==> config.mk <==
export PLATFORM = sky130hd
export DESIGN_NAME = booth_mul_seq
export DESIGN_NICKNAME = d
export VERILOG_FILES = /design/src/rtl/booth_mul_seq.sv
export SDC_FILE = /design/constraint.sdc
export NUM_CORES = 1
export LEC_CHECK = 0
export CORE_ASPECT_RATIO = 2
export CORE_MARGIN = 4
export CORE_UTILIZATION = 55
export DETAILED_ROUTE_END_ITERATION = 16
export PLACE_DENSITY = 0.85
export SKIP_LAST_GASP = 1
export SYNTH_ARGS = -nofsm -noshare
export SYNTH_HDL_FRONTEND = slang
export SYNTH_SLANG_ARGS = --single-unit
export TNS_END_PERCENT = 5
==> constraint.sdc <==
create_clock -name clk -period 7 [get_ports clk]
set_input_delay 1.4 -clock clk [delete_from_list [all_inputs] [get_ports clk]]
set_output_delay 1.4 -clock clk [all_outputs]
set_load 0.01 [all_outputs]
==> src/rtl/booth_mul_seq.sv <==
// Sequential radix-2 Booth multiplier: one add/subtract-and-shift iteration per clock,
// N iterations per signed N x N product, with a start/busy/done handshake.
module booth_mul_seq #(
    parameter int N = 8
) (
    input  logic           clk,
    input  logic           rst,
    input  logic           start,
    input  logic [N-1:0]   br,
    input  logic [N-1:0]   qr,
    output logic           busy,
    output logic           done,
    output logic [2*N-1:0] ac
);

    localparam int CW = $clog2(N + 1);

    typedef enum logic {
        IDLE = 1'b0,
        RUN  = 1'b1
    } state_t;

    state_t state;
    state_t state_next;

    logic signed [N:0]   a;
    logic        [N-1:0] q;
    logic                q_1;
    logic signed [N-1:0] m;
    logic        [CW-1:0] count;
    logic                armed;

    logic                accept;
    logic                last;
    logic signed [N:0]   a_sum;

    // A is one bit wider than M so that subtracting M = -2^(N-1) cannot overflow.
    function automatic logic signed [N:0] booth_step(
        input logic signed [N:0]   acc,
        input logic signed [N-1:0] mc,
        input logic        [1:0]   pair
    );
        logic signed [N:0] mx;
        mx = {mc[N-1], mc};
        case (pair)
            2'b10:   booth_step = acc - mx;
            2'b01:   booth_step = acc + mx;
            default: booth_step = acc;
        endcase
    endfunction

    always_comb begin
        state_next = state;
        accept     = 1'b0;
        last       = 1'b0;
        busy       = 1'b0;
        case (state)
            IDLE: begin
                if (start && armed) begin
                    accept     = 1'b1;
                    state_next = RUN;
                end
            end
            RUN: begin
                busy = 1'b1;
                if (count == CW'(1)) begin
                    last       = 1'b1;
                    state_next = IDLE;
                end
            end
            default: state_next = IDLE;
        endcase
        a_sum = booth_step(a, m, {q[0], q_1});
    end

    always_ff @(posedge clk or posedge rst) begin
        if (rst) begin
            state <= IDLE;
        end else begin
            state <= state_next;
        end
    end

    // armed stays low through the edge on which reset is released, so a start
    // coinciding with that edge is not taken.
    always_ff @(posedge clk or posedge rst) begin
        if (rst) begin
            armed <= 1'b0;
        end else begin
            armed <= 1'b1;
        end
    end

    always_ff @(posedge clk or posedge rst) begin
        if (rst) begin
            a     <= '0;
            q     <= '0;
            q_1   <= 1'b0;
            m     <= '0;
            count <= '0;
            ac    <= '0;
            done  <= 1'b0;
        end else begin
            done <= last;
            if (accept) begin
                m     <= br;
                q     <= qr;
                a     <= '0;
                q_1   <= 1'b0;
                count <= CW'(N);
            end else if (state == RUN) begin
                a     <= {a_sum[N], a_sum[N:1]};
                q     <= {a_sum[0], q[N-1:1]};
                q_1   <= q[0];
                count <= count - 1'b1;
                // Low 2N bits of the shifted {A,Q}: shifted A[N-1:0] is a_sum[N:1].
                if (last) begin
                    ac <= {a_sum, q[N-1:1]};
                end
            end
        end
    end

endmodule

## Word-level counts from Yosys, hierarchy flattened

Index checks and enable logic that the tools add are counted.

- Bits in registers: 49
- Input bits: 19

- Add/sub/neg operators: 3
- Bitwise gates (word level): 2
- Multiplexer cells: 16
- Reduce and logical (&&, ||, !) cells: 3
- Equal/unequal tests: 3

Operator list:

| kind | count |
|---|---|
| 9-bit 2-to-1 mux | 2 |
| 9-bit one-hot mux with 2 select lines | 1 |
| 8-bit 2-to-1 mux | 2 |
| 9-bit by 8-bit adder with 9-bit output | 1 |
| 9-bit by 8-bit subtractor with 9-bit output | 1 |
| 1-bit 2-to-1 mux | 8 |
| 4-bit 2-to-1 mux | 2 |
| 4-bit by 1-bit equality test with 1-bit output (second input constant) | 1 |
| 4-bit by 1-bit subtractor with 4-bit output (second input constant) | 1 |
| 3-bit AND reduction | 1 |
| 2-bit by 1-bit equality test with 1-bit output (second input constant) | 1 |
| 2-bit equality test (second input constant) | 1 |
| 1-bit inverter | 2 |
| 1-bit one-hot mux with 2 select lines | 1 |
| 2-bit nonzero test | 1 |
| 1-bit logical AND | 1 |

## Logic depth before layout (Yosys ltp)

- Word-level depth: 5
- Gate-level depth with buffers: 12

## Worst setup path before layout

No wires, ideal clock.

- Path type: register to register
- Start: register m[3]
- End: register a[7]
- Arrival: 2354 ps
- Setup time: 83 ps
- Cell stages (with the launch flop): 11
- Path slack: 4564 ps
- Period minus slack after synthesis: 2436 ps
- Cell sequence: dfrtp_1 -> nor4_1 -> a21oi_1 -> xor2_1 -> ha_1 -> a21o_1 -> nor3_1 -> a21oi_2 -> mux2i_4 -> or3_1 -> o21ai_0

- Longest elaborated chain between the ends: 4
- Elaborated cells between the ends (all ways): 5

Ends and longest elaborated chain:

| what | RTL line | source |
|---|---|---|
| start, declared | 29 | `logic signed [N-1:0] m;` |
| start signal, assigned | 106 | `m <= br;` |
| 9-bit by 8-bit adder with 9-bit output or 9-bit by 8-bit subtractor with 9-bit output (tied branches) | 47, 46 |  |
| 9-bit one-hot mux with 2 select lines * | 45 | `case (pair)` |
| 9-bit 2-to-1 mux * | 111 | `end else if (state == RUN) begin` |
| 9-bit 2-to-1 mux * | 105 | `if (accept) begin` |
| end signal, assigned | 112 | `a <= {a_sum[N], a_sum[N:1]};` |
| end, declared | 26 | `logic signed [N:0] a;` |

Every way passes the cells marked *; elsewhere a longest branch is shown, timed or not. The select of a mux whose other input is x is not followed.
A chain may end at the register's enable or synchronous reset.

## Worst setup path in the final report

Same ends and word-level chain as after synthesis.

==> run_results.csv <==
group,metric,value,unit
routing,firstDrtPassIters,4,
synthesis,avgSynthCellArea,10.5,sq um
pwr,clock_power_share,0.092,
final_layout,multi_input_area,0.00131,sq mm
timing,rsz0062_at_grt,"no",
synthesis,yosys_warnings,0,
global_route,overflow,0,
timing,tightest_slew,0.975,ns
placement,hpwl,3.97,mm
critical_path,endpoint_kind,"flop",
timing,finalSetupTns,0,ns
synthesis,postSynthCellCount,248,
pwr,combPwrFrac,0.622,
clock_network,cts-root-buf,"clkbuf_8",
clock_network,clock_latency,0.30,ns
synthesis,synthTopCellsByArea,"dfrtp_1, mux2_2, ha_1, o21ai_0, nand2_1",
routing,via_count,1951,
synthesis,yosys.area.top_type_share,0.460,
critical_path,cp-start-kind,"flop",
timing,hold_ws,0.517,ns
clock_network,post-cts-setup-buffers,0,
timing,slew_violations,0,
timing,fmax,349,MHz
synthesis,synthArstFlopShare,1.00,
timing,fin_skew,0.0101,ns
floorplanning,io-pin-count,37,
routing,drt_iter0_drc,15,
timing,hold_violations,0,
synthesis,ys_seq_elements,48,
final_layout,n_antenna_cell,0,
final_layout,area_growth,18.6,%
pwr,p_int,1.05,mW
final_layout,nets,317,
floorplanning,row_count,35,
timing,finalCritPeriodShare,0.409,
final_layout,ff_latch_area,0.00120,sq mm
hold_path,hp-class,"flop to flop",
outcome,outcome,"finished, final reports clean",
timing,layout_min_cycle_time,2.86,ns
pwr,switching_share,0.432,
synthesis,netlist_area,0.00261,sq mm
clock_network,htree_levels,2,
floorplanning,start_util,0.568,
critical_path,crit_required,7.22,ns
global_route,antenna_found_initial,0,
final_layout,fillers,366,
clock_network,cts.sinks,48,
final_layout,fin_cells,340,
global_route,grt_usage,0.197,
routing,wl_per_cell,16.0,microns
global_route,grt_max_degree,49,
pwr,p_total,1.85,mW
critical_path,max_stage_delay,0.53,ns
synthesis,ys_seq_area_frac,0.460,
global_route,grt_first_pass_wirelength,9.27,mm
clock_network,path_clk_slew,0.09,ns
routing,via_per_inst,5.74,
synthesis,synth-edff-count,0,
clock_network,numCtsBuffers,5,
placement,routabilityCongestion,0.883,
critical_path,cp_cell_sequence,"nor4_1 > a21oi_1 > xor2_1 > ha_1 > a21o_1 > nor3_1 > a21oi_2 > mux2i_4 > or3_1 > o21ai_0",
critical_path,arrival,3.09,ns
routing,wirelength,5.43,mm
synthesis,synth_nets,281,
final_layout,drive_above_1_share,0.137,
placement,dp.cells,332,
pwr,power_switching,0.800,mW
routing,ant_nets,0,
timing,slew-limit-headroom,0.349,
pwr,power_density,597,mW/mm^2
final_layout,finish.utilization,0.674,
placement,placement.io_buffers,36,
final_layout,final_area,0.00310,sq mm
floorplanning,die_area,0.00598,sq mm
critical_path,crit_fanout,5,
clock_network,cts_tree,"yes",
pwr,leakagePower,1.41,nW
pwr,peakVddDrop,0.324,mV
timing,setup_viol,0,
synthesis,synth_cell_types,45,
clock_network,cts_buffer_depth,2,
timing,setup_slack,4.14,ns
critical_path,critPathKind,"flop to flop",
clock_network,cts_resized,0,
critical_path,crit_slowest_cell,"nor4_1",
synthesis,ys.flop_type,"dfrtp_1",
clock_network,postCtsHoldBufs,0,
synthesis,yosys.area.top_type,"dfrtp_1",
floorplanning,fp.coreArea,0.00460,sq mm
pwr,seqPwrFrac,0.286,
floorplanning,die_h,105,microns
global_route,grt_pass1_vias,2069,
floorplanning,fp.dieW,56.7,microns
placement,dpl_worst_slack,4.03,ns
routing,drcViolationCount,0,
placement,placed_area,0.00301,sq mm
run,maxCapViolCount,0,
==> flip-flops by register name, indices dropped and copies added (netlist names) <==
register / count
m: 8
state: 1
q_1: 1
a: 8
done: 1
count: 4
q: 8
ac: 16
armed: 1
==> cells in the final DEF (no fill, tap or decap), drive strengths merged, types with 3 or more instances in the layout <==
master / instances
nor2: 13
mux2: 19
nand2: 28
clkdlybuf4s50: 36
xor2: 8
a21o: 4
a21oi: 16
clkbuf: 8
inv: 13
ha: 13
and3: 3
mux2i: 11
a31oi: 6
xnor2: 5
o21ai: 23
dfrtp: 48
nor3: 3
nand3: 3
==> cell usage after synthesis (2+ instances only) <==
master and number:
nor2_1 12, xnor2_1 5, a21oi_1 14, xor2_1 8
a21o_1 4, dfrtp_1 48, ha_1 13, a31oi_1 6
o21a_1 2, nor3_1 2, or3_1 2, o21ai_0 23
mux2_2 19, mux2i_1 10, clkbuf_1 5, nand3_1 3
nand2_1 28, buf_4 4, a211oi_1 2, and3_1 2
inv_1 12
==> layer usage <==
metal | GRT usage | part of all wire | wire [microns] | up-vias
li1 | - | - | - | 935
met1 | 0.220 | 0.38 | 2080 | 953
met2 | 0.354 | 0.55 | 2970 | 48
met3 | 0.0380 | 0.039 | 210 | 15
met4 | 0.0829 | 0.031 | 166 | 0
met5 | 0 | 0 | 0 | -
==> power by group through the flow <==
stage / combinational, mW / sequential, mW / clock, mW
finish: 1.15 / 0.530 / 0.170
global route: 1.28 / 0.548 / 0.185
global placement: 1.10 / 0.526 / 0
detailed placement: 1.14 / 0.533 / 0
floorplan: 0.848 / 0.525 / 0
CTS: 1.15 / 0.529 / 0.175
==> kinds of logic after synthesis <==
| kind of cell | after synthesis | share of synthesized area |
|---|---|---|
| xor gates and xnor gates | 13 | 0.0436 |
| muxes | 30 | 0.129 |
| other | 1 | 0.00144 |
| DFF | 48 | 0.460 |
| AOI/OAI and AO/OA | 61 | 0.145 |
| buffers and inverters | 22 | 0.0374 |
| and+or+nand+nor | 59 | 0.114 |
| adders and majority gates | 14 | 0.0699 |
==> cell type report <==
cell class	instances	area share
timing repair buffer	38	0.121
inverter	13	0.0158
clock buffer	8	0.0291
multi-input combinational	178	0.424
sequential	48	0.388
tap	55	0.0222
==> worst max-delay path: cells and delay by family, from the launching register on <==
kind	cells	cell delay (ns)
and+or+nand+nor	3	1.02
xor gates and xnor gates	1	0.17
muxes	1	0.22
AOI/OAI and AO/OA	4	0.57
adders and majority gates	1	0.36
DFF	1	0.43
==> worst paths after layout <==
check / endpoint / cells after the start / startpoint / slack [ns]
min in group asynchronous: ac[9] / 2 / rst / 1.63
hold / removal: ac[5] / 1 / ac[5] / 0.52
hold reg to reg: ac[5] / 1 / ac[5] / 0.52
setup reg to reg: a[7] / 10 / m[3] / 4.14
setup / recovery: a[7] / 10 / m[3] / 4.14
max in group asynchronous: ac[15] / 2 / rst / 4.75
(Power assumes the default switching activity.)
